File: config.mk
export PLATFORM = sky130hd
export DESIGN_NAME = bram_portb_reader_flat
export DESIGN_NICKNAME = d
export VERILOG_FILES = /design/src/rtl/bram_portb_reader_if.sv /design/src/rtl/bram_portb_reader.sv /design/src/flat_wrapper.sv
export SDC_FILE = /design/constraint.sdc
export NUM_CORES = 1
export LEC_CHECK = 0
export ABC_CLOCK_PERIOD_IN_PS = 3900
export CAP_MARGIN = 20
export CORE_MARGIN = 2
export CORE_UTILIZATION = 48
export DETAILED_ROUTE_END_ITERATION = 8
export GPL_TIMING_DRIVEN = 0
export PLACE_DENSITY = 0.78
export SLEW_MARGIN = 20
export SYNTH_ARGS = -nofsm -noshare
export SYNTH_HDL_FRONTEND = slang
export SYNTH_SLANG_ARGS = --single-unit
File: constraint.sdc
create_clock -name Clk -period 3.9 [get_ports Clk]
set_input_delay 0.585 -clock Clk [delete_from_list [all_inputs] [get_ports Clk]]
set_output_delay 0.585 -clock Clk [all_outputs]
set_load 0.01 [all_outputs]
File: src/rtl/bram_portb_reader_if.sv
// ----------------------------------------------------------------------------
// bram_portb_reader_if
// Bundles the BRAM port-B bus and the outgoing word stream of the port-B
// read-DMA engine.
//   web     : port-B byte write enables (reader drives all-zero)
//   addrb   : port-B word address
//   dinb    : port-B write data (reader drives zero)
//   doutb   : port-B read data, valid one cycle after addrb
//   m_valid : stream word valid
//   m_data  : stream word
//   m_last  : final word of the transfer
//   m_ready : downstream accept
// Modports: master = reader side, slave = BRAM + stream consumer side.
// ----------------------------------------------------------------------------
interface bram_portb_reader_if #(
  parameter int ADDR_W = 9
);
  logic [3:0]        web;
  logic [ADDR_W-1:0] addrb;
  logic [31:0]       dinb;
  logic [31:0]       doutb;
  logic              m_valid;
  logic [31:0]       m_data;
  logic              m_last;
  logic              m_ready;

  modport master (
    output web, addrb, dinb, m_valid, m_data, m_last,
    input  doutb, m_ready
  );

  modport slave (
    input  web, addrb, dinb, m_valid, m_data, m_last,
    output doutb, m_ready
  );
endinterface

File: src/rtl/bram_portb_reader.sv
// ----------------------------------------------------------------------------
// bram_portb_reader
// Read-DMA engine on port B of the 32-bit x 512-word BRAM. A start strobe
// latches a base address and word count; consecutive words are read through
// port B and presented on a valid/ready stream, with m_last on the final
// word and a one-cycle done pulse once that word has been accepted.
// Ports:
//   Clk       : system clock (BRAM clkb is tied to the same clock)
//   Reset_n   : asynchronous active-low reset
//   start     : one-cycle command strobe, ignored while busy or in DONE
//   base_addr : first word address, sampled with start
//   word_cnt  : number of words 0..512, sampled with start
//   busy      : transfer in progress
//   done      : one-cycle completion pulse
//   bus       : port-B bus and output stream (master modport)
// ----------------------------------------------------------------------------
module bram_portb_reader #(
  parameter int FIFO_DEPTH = 4,
  parameter int ADDR_W     = 9
) (
  input  logic              Clk,
  input  logic              Reset_n,
  input  logic              start,
  input  logic [ADDR_W-1:0] base_addr,
  input  logic [ADDR_W:0]   word_cnt,
  output logic              busy,
  output logic              done,
  bram_portb_reader_if.master bus
);

  // The buffer is the output register (head word) plus a small ring holding
  // the remaining FIFO_DEPTH-1 words.
  localparam int RING_D = FIFO_DEPTH - 1;
  localparam int PTR_W  = (RING_D > 1) ? $clog2(RING_D) : 1;
  localparam int CNT_W  = $clog2(RING_D + 1);
  localparam int LVL_W  = $clog2(FIFO_DEPTH + 3) + 1;
  localparam int WC_W   = ADDR_W + 1;

  typedef enum logic [1:0] {
    ST_IDLE  = 2'd0,
    ST_READ  = 2'd1,
    ST_DRAIN = 2'd2,
    ST_DONE  = 2'd3
  } state_t;

  state_t            state_r;
  logic              busy_r;
  logic              done_r;
  logic [ADDR_W-1:0] addrb_r;
  logic [WC_W-1:0]   rem_r;       // reads still to issue after the current one

  // Read pipeline: p1 = address presented to BRAM, p2 = doutb valid now.
  logic              rd_p1_r, rd_p2_r;
  logic              last_p1_r, last_p2_r;

  logic              m_valid_r;
  logic [31:0]       m_data_r;
  logic              m_last_r;

  logic [32:0]       ring_r [RING_D];
  logic [PTR_W-1:0]  wr_ptr_r, rd_ptr_r;
  logic [CNT_W-1:0]  ring_cnt_r;

  logic              pop_s;
  logic              out_from_ring_s;
  logic              out_from_push_s;
  logic              ring_push_s;
  logic [LVL_W-1:0]  level_s;
  logic              can_issue_s;
  logic              issue_s;
  logic              issue_last_s;

  function automatic logic [PTR_W-1:0] ptr_inc(input logic [PTR_W-1:0] p);
    if (p == PTR_W'(RING_D - 1)) begin
      return '0;
    end else begin
      return p + PTR_W'(1);
    end
  endfunction

  // Buffer steering: the head register refills from the ring first, and a
  // landing word bypasses the ring only when the ring is empty.
  always_comb begin
    pop_s           = m_valid_r & bus.m_ready;
    out_from_ring_s = 1'b0;
    out_from_push_s = 1'b0;
    if (!m_valid_r || pop_s) begin
      out_from_ring_s = (ring_cnt_r != '0);
      out_from_push_s = (ring_cnt_r == '0) && rd_p2_r;
    end else begin
      out_from_ring_s = 1'b0;
      out_from_push_s = 1'b0;
    end
    ring_push_s = rd_p2_r && !out_from_push_s;
  end

  // Issue decision: words buffered plus reads in flight, less the word
  // leaving this edge, must leave room for one more.
  always_comb begin
    level_s      = LVL_W'(ring_cnt_r) + LVL_W'(m_valid_r)
                 + LVL_W'(rd_p1_r) + LVL_W'(rd_p2_r);
    can_issue_s  = (level_s - LVL_W'(pop_s)) < LVL_W'(FIFO_DEPTH);
    issue_s      = 1'b0;
    issue_last_s = 1'b0;
    case (state_r)
      ST_IDLE: begin
        if (start && (word_cnt != '0)) begin
          issue_s      = 1'b1;
          issue_last_s = (word_cnt == WC_W'(1));
        end else begin
          issue_s      = 1'b0;
          issue_last_s = 1'b0;
        end
      end
      ST_READ: begin
        issue_s      = can_issue_s;
        issue_last_s = can_issue_s && (rem_r == WC_W'(1));
      end
      default: begin
        issue_s      = 1'b0;
        issue_last_s = 1'b0;
      end
    endcase
  end

  // Control FSM: command capture, address generation, completion.
  always_ff @(posedge Clk or negedge Reset_n) begin
    if (!Reset_n) begin
      state_r <= ST_IDLE;
      busy_r  <= 1'b0;
      done_r  <= 1'b0;
      addrb_r <= '0;
      rem_r   <= '0;
    end else begin
      done_r <= 1'b0;
      case (state_r)
        ST_IDLE: begin
          if (start) begin
            if (word_cnt == '0) begin
              done_r <= 1'b1;
            end else begin
              addrb_r <= base_addr;
              rem_r   <= word_cnt - WC_W'(1);
              busy_r  <= 1'b1;
              state_r <= issue_last_s ? ST_DRAIN : ST_READ;
            end
          end
        end
        ST_READ: begin
          if (issue_s) begin
            addrb_r <= addrb_r + ADDR_W'(1);   // natural wrap 1FF -> 000
            rem_r   <= rem_r - WC_W'(1);
            if (issue_last_s) begin
              state_r <= ST_DRAIN;
            end
          end
        end
        ST_DRAIN: begin
          if (pop_s && m_last_r) begin
            busy_r  <= 1'b0;
            done_r  <= 1'b1;
            state_r <= ST_DONE;
          end
        end
        ST_DONE: begin
          state_r <= ST_IDLE;
        end
        default: begin
          state_r <= ST_IDLE;
        end
      endcase
    end
  end

  // Read pipeline tracking and head/ring bookkeeping.
  always_ff @(posedge Clk or negedge Reset_n) begin
    if (!Reset_n) begin
      rd_p1_r    <= 1'b0;
      rd_p2_r    <= 1'b0;
      last_p1_r  <= 1'b0;
      last_p2_r  <= 1'b0;
      m_valid_r  <= 1'b0;
      m_data_r   <= '0;
      m_last_r   <= 1'b0;
      wr_ptr_r   <= '0;
      rd_ptr_r   <= '0;
      ring_cnt_r <= '0;
    end else begin
      rd_p1_r   <= issue_s;
      last_p1_r <= issue_last_s;
      rd_p2_r   <= rd_p1_r;
      last_p2_r <= last_p1_r;

      if (out_from_ring_s) begin
        m_valid_r <= 1'b1;
        m_data_r  <= ring_r[rd_ptr_r][31:0];
        m_last_r  <= ring_r[rd_ptr_r][32];
      end else if (out_from_push_s) begin
        m_valid_r <= 1'b1;
        m_data_r  <= bus.doutb;
        m_last_r  <= last_p2_r;
      end else if (pop_s) begin
        m_valid_r <= 1'b0;
        m_last_r  <= 1'b0;
      end

      if (ring_push_s) begin
        wr_ptr_r <= ptr_inc(wr_ptr_r);
      end
      if (out_from_ring_s) begin
        rd_ptr_r <= ptr_inc(rd_ptr_r);
      end
      ring_cnt_r <= ring_cnt_r + CNT_W'(ring_push_s) - CNT_W'(out_from_ring_s);
    end
  end

  // Ring storage: data words carry their last flag in bit 32.
  always_ff @(posedge Clk) begin
    if (ring_push_s) begin
      ring_r[wr_ptr_r] <= {last_p2_r, bus.doutb};
    end
  end

  assign busy        = busy_r;
  assign done        = done_r;
  assign bus.addrb   = addrb_r;
  assign bus.web     = 4'b0000;
  assign bus.dinb    = 32'h0000_0000;
  assign bus.m_valid = m_valid_r;
  assign bus.m_data  = m_data_r;
  assign bus.m_last  = m_last_r;

endmodule

File: src/flat_wrapper.sv
// flat-port wrapper written by rule: the top's interface ports become plain ports
module bram_portb_reader_flat 
#(
  parameter int FIFO_DEPTH = 4,
  parameter int ADDR_W     = 9
)
  (Clk, Reset_n, start, base_addr, word_cnt, busy, done, bus_web, bus_addrb, bus_dinb, bus_m_valid, bus_m_data, bus_m_last, bus_doutb, bus_m_ready);
  bram_portb_reader_if #(.ADDR_W(ADDR_W)) bus_i ();
  input  logic Clk;
  input  logic Reset_n;
  input  logic start;
  input  logic [ADDR_W-1:0] base_addr;
  input  logic [ADDR_W:0] word_cnt;
  output logic busy;
  output logic done;
  output wire logic [$bits(bus_i.web)-1:0] bus_web;
  output wire logic [$bits(bus_i.addrb)-1:0] bus_addrb;
  output wire logic [$bits(bus_i.dinb)-1:0] bus_dinb;
  output wire logic [$bits(bus_i.m_valid)-1:0] bus_m_valid;
  output wire logic [$bits(bus_i.m_data)-1:0] bus_m_data;
  output wire logic [$bits(bus_i.m_last)-1:0] bus_m_last;
  input wire logic [$bits(bus_i.doutb)-1:0] bus_doutb;
  input wire logic [$bits(bus_i.m_ready)-1:0] bus_m_ready;
  assign bus_web = bus_i.web;
  assign bus_addrb = bus_i.addrb;
  assign bus_dinb = bus_i.dinb;
  assign bus_m_valid = bus_i.m_valid;
  assign bus_m_data = bus_i.m_data;
  assign bus_m_last = bus_i.m_last;
  assign bus_i.doutb = bus_doutb;
  assign bus_i.m_ready = bus_m_ready;
  bram_portb_reader #(.FIFO_DEPTH(FIFO_DEPTH), .ADDR_W(ADDR_W)) u_core (.Clk(Clk), .Reset_n(Reset_n), .start(start), .base_addr(base_addr), .word_cnt(word_cnt), .busy(busy), .done(done), .bus(bus_i));
endmodule
==> impl_metrics.py, run 1 <==
metrics = {
    "placed_design": {
        "place_congestion": 0.845,
        "dp_hpwl_mm": 11.7,
        "port_buffers": 99,
        "placed_area_um2": 9250,
        "dp_cells": 1043,
    },
    "detailed_routing": {
        "drtIter0Drc": 318,
        "drc": 0,
        "wl_mm": 16.7,
        "vias": 5428,
        "drtAntennaViolNets": 0,
        "wl_per_cell_um": 15.5,
        "dr.pass1.iters": 5,
        "viasPerCell": 5.05,
    },
    "cts": {
        "cts_buffers": 17,
        "cts_root_buf": "clkbuf_16",
        "cts-htree-levels": 4,
        "clk_latency_ns": 0.43,
        "cts.sinks": 166,
        "cts_buffer_depth": 2,
        "clk_pin_slew_ns": 0.06,
        "ctsResizeCount": 0,
        "holdBufCountCts": 0,
        "postCtsSetupBuffers": 0,
        "cts_tree": "done",
    },
    "critical_path": {
        "cpPeakStageDelay_ns": 0.44,
        "crit_path_max_fanout": 10,
        "worstSetupPathType": "flip-flop to flip-flop",
        "cp.required_ns": 4.27,
        "r2r_start": "u_core.ring_cnt_r[0]",
        "reg2reg_to": "u_core.bus.addrb[6]",
        "r2r_setup_slack_ns": 1.18,
        "arrival_ns": 3.08,
        "reg2regPathDepth": 12,
        "cpMaxStageDelayCell": "dfrtp_1",
        "crit_top_cell": "ha_1",
        "cp_num_buf_inv": 3,
        "start_kind": "flip-flop",
        "cp-end-kind": "flip-flop",
        "cp_cell_sequence": "ha_1 -> inv_1 -> ha_1 -> inv_1 -> ha_1 -> a21oi_1 -> and4b_2 -> o21ai_2 -> o21ai_2 -> buf_4 -> nand4b_1 -> nand3_1",
        "cpLargestDelayFamily": "adder cells",
    },
    "yosys": {
        "yosysWarningCount": 0,
        "yosysUniqueCellTypes": 53,
        "synth_edf_count": 99,
        "synth_cells": 684,
        "synth-seq-cells": 166,
        "syn_avg_cell_area_um2": 11.2,
        "ys_async_sr_fraction": 0.404,
        "ys_seq_area_frac": 0.605,
        "syn-cell-area_um2": 7690,
        "synthFlopType": "edfxtp_1",
    },
    "min_path": {
        "hp-class": "input pin to async pin",
    },
    "timing": {
        "tns_ns": 0,
        "drv_slew": 0,
        "clock.fmax_mhz": 368,
        "hold_viol": 0,
        "finalCritPeriodShare": 0.696,
        "relSlewSlack": 0.502,
        "min_period_ns": 2.72,
        "worst_pin_slew_ns": 0.746,
        "rsz0062_at_grt": "no",
        "fin_skew_ns": 0.00880,
        "setup_viol": 0,
    },
    "outcome": {
        "status": "finished, final reports clean",
    },
    "floorplan": {
        "core_area_um2": 15800,
        "ioPinCount": 136,
        "start_util": 0.487,
        "die_w_um": 131,
        "die_area_um2": 17000,
        "die_h_um": 131,
        "rows": 46,
    },
    "job": {
        "max_cap_viol_count": 0,
    },
    "global_routing": {
        "grt-ovfl-total": 0,
        "first_global_vias": 5489,
        "grt_pass1_wl_mm": 26.8,
        "grtUsageTotal": 0.205,
        "antenna_found_initial": 0,
        "grt_max_degree": 44,
    },
    "power": {
        "p_per_area_nw_per_um2": 760,
        "ir_worst_vdd_uv": 434,
        "p_leak_uw": 0.00398,
    },
    "layout": {
        "mostFrequentLayoutCells": "edfxtp_1, clkdlybuf4s50_1, nor2_1",
        "final_cell_area_um2": 9790,
        "layout_commonest_cell": "edfxtp_1",
        "fin_cells": 1075,
        "num-nets-final": 917,
        "synthToLayoutAreaGrowth_pct": 27.3,
        "drive_gt1_frac": 0.127,
        "diodes": 0,
    },
}
cell usage after synthesis (2+ instances only):
library cell,count,area share
buf_4,37,0.036
clkbuf_1,17,0.0083
buf_6,4,0.0059
a21o_1,3,0.0029
and3_1,5,0.0041
buf_2,10,0.0065
nand3_2,2,0.0026
xnor2_1,5,0.0057
mux2_2,2,0.0029
nor2_1,89,0.043
nand4b_1,3,0.0034
nand4_1,3,0.0024
o22ai_1,6,0.0049
o21ai_2,3,0.0034
nand2_1,57,0.028
nand2b_1,7,0.0057
mux2i_1,35,0.046
nor3b_1,3,0.0029
a22o_1,4,0.0046
xor2_1,5,0.0057
dfrtp_1,67,0.22
o31ai_1,2,0.0020
o21ai_0,47,0.031
a21oi_1,87,0.057
or3_1,2,0.0016
inv_1,20,0.0098
nand3_1,9,0.0059
edfxtp_1,99,0.39
ha_1,16,0.026
nor3_1,8,0.0052
o21ai_1,2,0.0013
o32ai_1,3,0.0034
a31o_2,2,0.0023
flip-flops by register name (all words and copies together), names as in the netlist:
register / cells
u_core.bus.m_valid: 1
u_core.state_r: 2
u_core.done: 1
u_core.last_p1_r: 1
u_core.busy: 1
u_core.ring_cnt_r: 2
u_core.rd_ptr_r: 2
u_core.last_p2_r: 1
u_core.rd_p1_r: 1
u_core.ring_r: 99
u_core.bus.m_data: 32
u_core.rem_r: 10
u_core.wr_ptr_r: 2
u_core.bus.addrb: 9
u_core.bus.m_last: 1
u_core.rd_p2_r: 1
worst reg2reg max path, stage by stage (launching register included):
cell and delay (ns):
dfrtp_1 0.44, ha_1 0.20, inv_1 0.05, ha_1 0.29, inv_1 0.05, ha_1 0.30
a21oi_1 0.18, and4b_2 0.29, o21ai_2 0.10, o21ai_2 0.30, buf_4 0.25, nand4b_1 0.11
nand3_1 0.10
metal layers:
| metal | GRT usage | part of all wire | vias to the layer above |
|---|---|---|---|
| met3 | 0.0472 | 0.053 | 15 |
| li1 | - | - | 2688 |
| met4 | 0.0695 | 0.011 | 0 |
| met1 | 0.247 | 0.42 | 2576 |
| met5 | 0 | 0 | - |
| met2 | 0.363 | 0.51 | 149 |
stage by stage:
stage | setup slack, ns | hold WS (ns) | power [uW] | utilization
detailed placement | 0.833 | 0.335 | 5950 | 0.587
global placement | -1.84 | 0.335 | 5780 | 0.576
floorplan | 0.127 | 0.289 | 4730 | -
global route | 0.941 | 0.0935 | 7980 | 0.621
finish | 1.18 | 0.0715 | 7440 | 0.621
CTS | 1.20 | 0.0766 | 7500 | 0.621
area by class of cell:
type                       count  area, um^2
buffer                        70         454
clock buffer                  22         454
clock inverter                10        83.8
fill                        1266        5980
inverter                      20        75.1
multi-input combinational    463        2670
sequential                   166        4650
tap                          216         270
timing repair buffer         108        1130
where the power goes:
group          internal (uW)  switching [uW]
logic                   1430            1780
clock network            888             654
registers               2380             311
logic make-up after synthesis:
| kind of cell | share of synthesized area |
|---|---|
| muxes | 0.0485 |
| buffers and inverters | 0.0689 |
| other | 0.000488 |
| and+or+nand+nor | 0.120 |
| DFF | 0.605 |
| AOI/OAI and AO/OA | 0.119 |
| adders and majority gates | 0.0260 |
| xor gates and xnor gates | 0.0114 |
how the worst max path moves through the flow:
stage	start	to	slack [ns]	cells after the start
6_report	u_core.ring_cnt_r[0]	u_core.bus.addrb[6]	1.18	12
5_1_grt	u_core.ring_cnt_r[0]	u_core.bus.addrb[2]	0.94	12
4_1_cts	u_core.bus.m_valid	u_core.bus.addrb[6]	1.20	12
3_5_place_dp	bus_m_ready	u_core.bus.addrb[6]	0.83	12
3_3_place_gp	bus_m_ready	u_core.ring_r[0][2]	-1.84	5
2_1_floorplan	bus_m_ready	u_core.ring_r[0][0]	0.13	4
No activity file was read; power rests on OpenSTA's default activity.
==> inputs of run 2 (changes only) <==
--- a/config.mk
+++ b/config.mk
@@ -5,13 +5,13 @@
 export SDC_FILE = /design/constraint.sdc
 export NUM_CORES = 1
 export LEC_CHECK = 0
-export ABC_CLOCK_PERIOD_IN_PS = 3900
+export ABC_CLOCK_PERIOD_IN_PS = 2600
 export CAP_MARGIN = 20
 export CORE_MARGIN = 2
-export CORE_UTILIZATION = 48
+export CORE_UTILIZATION = 53
 export DETAILED_ROUTE_END_ITERATION = 8
 export GPL_TIMING_DRIVEN = 0
-export PLACE_DENSITY = 0.78
+export PLACE_DENSITY = 0.81
 export SLEW_MARGIN = 20
 export SYNTH_ARGS = -nofsm -noshare
 export SYNTH_HDL_FRONTEND = slang
==> constraint.sdc (replaced) <==
create_clock -name Clk -period 2.6 [get_ports Clk]
set_input_delay 0.39 -clock Clk [delete_from_list [all_inputs] [get_ports Clk]]
set_output_delay 0.39 -clock Clk [all_outputs]
set_load 0.01 [all_outputs]
==> run 2 against run 1 <==
Compared with the run above:
- sequential share of layout area is 0.60 points lower
- largest cell class unchanged
- count of clock-buffer cells in the layout down 4
- register-to-register slack worse by 1.1 ns
- setup slack worse by 1.1 ns
- critical path depth is 1 lower
- via count up 2.5%
- combinational power is 61% higher
- power up 59%
- flip-flop and latch count did not move
- clock power rose by 68%
- first-iteration DRC count up 43%
==> impl_metrics.py, run 2 (same netlist as run 1, synthesis figures left out) <==
metrics = {
    "timing": {
        "hold_viol": 0,
        "finalCritPeriodShare": 0.960,
        "worst_pin_slew_ns": 0.859,
        "clock.fmax_mhz": 401,
        "tns_ns": 0,
        "setup_viol": 0,
        "min_period_ns": 2.50,
        "fin_ws_ns": 0.104,
        "relSlewSlack": 0.427,
        "fin_skew_ns": 0.00856,
        "rsz0062_at_grt": "yes",
        "drv_slew": 0,
    },
    "detailed_routing": {
        "dr.pass1.iters": 5,
        "wl_mm": 17.5,
        "drtIter0Drc": 455,
        "wl_per_cell_um": 16.7,
        "viasPerCell": 5.31,
        "drc": 0,
        "drtAntennaViolNets": 0,
        "vias": 5562,
    },
    "placed_design": {
        "port_buffers": 99,
        "dp_hpwl_mm": 11.4,
        "dp_slack_ns": -0.266,
        "place_congestion": 0.897,
    },
    "power": {
        "power_frac_seq": 0.342,
        "p_leak_uw": 0.00403,
        "switching_share": 0.374,
        "p_total_uw": 11800,
        "clkPwrFrac": 0.219,
        "p_per_area_nw_per_um2": 1190,
        "power.internal_uw": 7390,
        "ir_worst_vdd_uv": 642,
        "p_switching_uw": 4420,
        "pwr-share-comb": 0.439,
    },
    "cts": {
        "clk_pin_slew_ns": 0.06,
        "cts-htree-levels": 4,
        "cts_tree": "done",
        "cts_buffer_depth": 2,
        "cts.sinks": 166,
        "cts_buffers": 17,
        "cts_root_buf": "clkbuf_16",
        "clk_latency_ns": 0.43,
    },
    "critical_path": {
        "crit_path_max_fanout": 7,
        "cp-end-kind": "flip-flop",
        "cp_cell_sequence": "ha_2 -> inv_1 -> ha_4 -> inv_2 -> ha_4 -> a21oi_4 -> and4b_2 -> o21ai_4 -> o21ai_4 -> o21ai_0 -> a22o_1",
        "cp.required_ns": 2.92,
        "r2r_start": "u_core.bus.m_valid",
        "start_kind": "flip-flop",
        "cp_num_buf_inv": 2,
        "cp-startpoint": "u_core.bus.m_valid",
        "worstSetupPathType": "flip-flop to flip-flop",
        "cpLargestDelayFamily": "compound AO/OA/AOI/OAI gates",
        "arrival_ns": 2.82,
        "cpPeakStageDelay_ns": 0.40,
        "cpMaxStageDelayCell": "dfrtp_2",
    },
    "global_routing": {
        "grt_pass1_wl_mm": 27.9,
        "antenna_found_initial": 0,
        "grtUsageTotal": 0.227,
        "grt-ovfl-total": 0,
        "first_global_vias": 5616,
        "grt_max_degree": 53,
    },
    "layout": {
        "regMostFlops": "u_core.ring_r",
        "largest_reg_flops": 99,
        "fin_util": 0.690,
        "num-nets-final": 921,
        "synthToLayoutAreaGrowth_pct": 29.0,
        "fillers": 1046,
        "drive_gt1_frac": 0.146,
        "layout_commonest_cell": "edfxtp_1",
        "mostFrequentLayoutCells": "edfxtp_1, clkdlybuf4s50_1, nor2_1",
        "diodes": 0,
    },
    "floorplan": {
        "die_h_um": 124,
        "die_w_um": 124,
        "ioPinCount": 136,
        "die_area_um2": 15500,
        "core_area_um2": 14400,
        "start_util": 0.535,
        "rows": 44,
    },
    "min_path": {
        "hp-class": "input pin to async pin",
    },
    "outcome": {
        "status": "finished, final reports clean",
    },
    "job": {
        "max_cap_viol_count": 0,
    },
}
==> run 2: cell count changes in the layout (fill, tap and decap cells not counted), sizes merged <==
cell	delta
bufinv	+2
clkbuf	-3
clkinv	-2
buf	+2
dlygate4sd3	+1
inv	+3
clkinvlp	+1
==> run 2: layout make-up <==
cell class / instances / area (um^2) / area share
Clock buffer: 18 / 429 / 0.0433
Multi-Input combinational cell: 463 / 2750 / 0.277
Timing Repair Buffer: 112 / 1150 / 0.116
Sequential cell: 166 / 4650 / 0.469
Inverter: 20 / 75.1 / 0.00757
Tap cell: 184 / 230 / 0.0232
Clock inverter: 14 / 175 / 0.0177
Buffer: 70 / 460 / 0.0464
==> run 2: metal layers <==
metal / vias to the layer above / GRT usage / routed length, um
met5: - / 0 / 0
met3: 29 / 0.0580 / 1090
li1: 2694 / - / -
met2: 197 / 0.385 / 8710
met4: 0 / 0.0806 / 293
met1: 2642 / 0.284 / 7390
==> run 2: worst register-to-register path: stages, from the launching register on <==
cell,delay [ns]
dfrtp_2,0.40
ha_2,0.19
inv_1,0.06
ha_4,0.27
inv_2,0.04
ha_4,0.24
a21oi_4,0.15
and4b_2,0.30
o21ai_4,0.09
o21ai_4,0.27
o21ai_0,0.14
a22o_1,0.24
==> run 2: what timing repair did <==
action / 4_1_cts / 5_1_grt
resized for setup: 2 / 16
buffers inserted: 1 / 3
setup endpoints to repair: 17 / 21
gates cloned: 0 / 1
hold buffers: 1 / 0
pin swaps: 0 / 7
hold endpoints to repair: 15 / 0
==> run 2: through the flow <==
| step | hold slack [ns] | cells | area, um^2 |
|---|---|---|---|
| after floorplan | 0.0944 | 719 | 7830 |
| after CTS | 0.368 | 1043 | 9810 |
| after global placement | 0.352 | 1002 | 9050 |
| after global routing | 0.376 | 1047 | 9920 |
| after detailed placement | 0.281 | 1009 | 9180 |
| final | 0.369 | 1047 | 9920 |
==> run 2: final timing paths <==
path	slack [ns]	to	cells after the start
max	0.10	u_core.rem_r[6]	11
min	0.37	u_core.state_r[0]	2
max reg2reg	0.10	u_core.rem_r[6]	11
min reg2reg	0.37	u_core.last_p2_r	0
max in group asynchronous	1.67	u_core.bus.m_valid	3
min in group Clk	0.37	u_core.last_p2_r	0
==> run 2: power by group through the flow <==
stage | combinational (uW) | clock [uW] | sequential, uW
after floorplan | 2960 | 0 | 4130
after global placement | 4640 | 0 | 4050
after detailed placement | 4830 | 0 | 4080
after CTS | 4930 | 2610 | 4040
after global routing | 5700 | 2730 | 4130
final | 5180 | 2590 | 4040
==> inputs of run 3 (changes only) <==
--- a/config.mk
+++ b/config.mk
@@ -6,7 +6,6 @@
 export NUM_CORES = 1
 export LEC_CHECK = 0
 export ABC_CLOCK_PERIOD_IN_PS = 2600
-export CAP_MARGIN = 20
 export CORE_MARGIN = 2
 export CORE_UTILIZATION = 53
 export DETAILED_ROUTE_END_ITERATION = 8
==> run 3 against run 2 <==
Compared with the run above:
- wire length fell by 1.9%
- critical endpoint unchanged
- largest cell class unchanged
- final cell count barely moved
- clock power barely moved
- power barely moved
- fmax barely moved
- combinational power barely moved
- setup slack got worse by 0.0016 ns
- highest routed layer unchanged
- via count rose by 0.67%
==> impl_metrics.py, run 3 (same netlist as run 1, synthesis figures left out) <==
metrics = {
    "floorplan": {
        "die_area_um2": 15500,
        "die_w_um": 124,
        "ioPinCount": 136,
        "start_util": 0.535,
        "core_area_um2": 14400,
        "rows": 44,
        "die_h_um": 124,
    },
    "timing": {
        "drv_slew": 0,
        "clock.fmax_mhz": 400,
        "relSlewSlack": 0.433,
        "finalCritPeriodShare": 0.961,
        "hold_viol": 0,
        "timing.hold.ws_ns": 0.368,
        "fin_skew_ns": 0.0117,
        "min_period_ns": 2.50,
        "setup_viol": 0,
        "worst_pin_slew_ns": 0.849,
    },
    "outcome": {
        "status": "finished, final reports clean",
    },
    "critical_path": {
        "r2r_setup_slack_ns": 0.10,
        "reg2reg_to": "u_core.rem_r[6]",
        "reg2regPathDepth": 11,
        "worstSetupPathType": "flip-flop to flip-flop",
        "cp-startpoint": "u_core.bus.m_valid",
        "arrival_ns": 2.81,
        "crit_path_max_fanout": 7,
        "cp.required_ns": 2.91,
        "cp-end-kind": "flip-flop",
        "start_kind": "flip-flop",
        "r2r_start": "u_core.bus.m_valid",
    },
    "placed_design": {
        "port_buffers": 99,
        "dp_cells": 1009,
        "place_congestion": 0.897,
        "placed_area_um2": 9180,
        "dp_hpwl_mm": 11.4,
    },
    "job": {
        "max_cap_viol_count": 0,
    },
    "min_path": {
        "min_from": "u_core.last_p1_r",
        "whs_endpoint": "u_core.last_p2_r",
        "hp-class": "flip-flop to flip-flop",
        "hold_depth": 0,
    },
    "global_routing": {
        "grt_max_degree": 53,
        "grt-ovfl-total": 0,
        "first_global_vias": 5533,
        "use_met2": 0.387,
        "use_met3": 0.0546,
        "grtUsageTotal": 0.223,
        "grt_pass1_wl_mm": 27.7,
        "antenna_found_initial": 0,
        "grtUsageMet1": 0.282,
        "grt-busiest-layer": "met2",
    },
    "cts": {
        "cts_tree": "done",
        "cts_buffers": 17,
        "clk_pin_slew_ns": 0.06,
        "cts_buffer_depth": 2,
        "cts-htree-levels": 4,
        "cts.sinks": 166,
        "clk_latency_ns": 0.43,
        "cts_root_buf": "clkbuf_16",
    },
    "layout": {
        "fillers": 1032,
        "layout_commonest_cell": "edfxtp_1",
        "drive_gt1_frac": 0.145,
        "fin_cells": 1046,
        "final_cell_area_um2": 9920,
        "synthToLayoutAreaGrowth_pct": 29.0,
        "largest_reg_flops": 99,
        "mostFrequentLayoutCells": "edfxtp_1, clkdlybuf4s50_1, nor2_1",
        "num-nets-final": 920,
        "diodes": 0,
        "regMostFlops": "u_core.ring_r",
    },
    "detailed_routing": {
        "wl_mm": 17.2,
        "vias": 5599,
        "dr.pass1.iters": 4,
        "wl_per_cell_um": 16.4,
        "drtAntennaViolNets": 0,
        "viasPerCell": 5.35,
        "drtIter0Drc": 515,
        "drc": 0,
    },
    "power": {
        "switching_share": 0.373,
        "pwr-share-comb": 0.439,
        "power_frac_seq": 0.342,
        "p_total_uw": 11800,
        "p_switching_uw": 4410,
        "p_per_area_nw_per_um2": 1190,
        "ir_worst_vdd_uv": 634,
        "clkPwrFrac": 0.219,
        "power.internal_uw": 7400,
        "p_leak_uw": 0.00402,
    },
}
==> run 3: worst max path at each step <==
| stage | cells after the start | endpoint |
|---|---|---|
| after floorplan | 4 | u_core.ring_r[1][0] |
| after global placement | 5 | u_core.ring_r[1][9] |
| after detailed placement | 11 | u_core.rem_r[6] |
| after CTS | 12 | u_core.rem_r[5] |
| after global routing | 11 | u_core.bus.addrb[6] |
| final | 11 | u_core.rem_r[6] |
==> run 3: layout make-up <==
cell class              instances  area, um^2  area share
well taps                     184         230      0.0232
flip-flops and latches        166        4650       0.469
clock buffers                  18         429      0.0433
clock inverters                14         175      0.0177
inverters                      20        75.1     0.00757
plain buffers                  70         460      0.0464
multi-input cells             463        2760       0.278
repair buffers                111        1140       0.115
==> run 3: repair_timing <==
action,4_1_cts,5_1_grt
pin swaps,0,5
endpoints found under the setup margin,17,21
gates cloned,0,1
hold endpoints to repair,15,0
gates resized for setup,2,16
hold buffers,1,0
setup buffers,1,2
==> run 3: through the flow <==
stage | setup TNS [ns] | util | setup slack (ns)
CTS | 0 | 0.683 | 0.000795
detailed placement | -8.36 | 0.639 | -0.272
global placement | -217.78 | 0.630 | -1.30
finish | 0 | 0.690 | 0.102
floorplan | 0 | - | 0.00944
global route | -0.0824 | 0.690 | -0.0202
==> run 3: routing by layer <==
metal	up-vias	part of all wire
met2	190	0.50
met1	2703	0.43
li1	2686	-
met3	20	0.058
met4	0	0.013
met5	-	0
==> run 3: critical path: stages, from the launching register on <==
cell	delay, ns
dfrtp_2	0.42
ha_4	0.15
inv_1	0.05
ha_4	0.28
inv_2	0.04
ha_4	0.24
a21oi_4	0.16
and4b_2	0.30
o21ai_4	0.09
o21ai_4	0.28
o21ai_0	0.14
a22o_1	0.24
==> run 3: power by group through the flow <==
stage                     Clock, uW  Sequential (uW)  Combinational [uW]
final                          2590             4040                5180
after global routing           2730             4130                5710
after CTS                      2620             4030                4920
after detailed placement          0             4080                4830
after global placement            0             4050                4640
after floorplan                   0             4130                2960
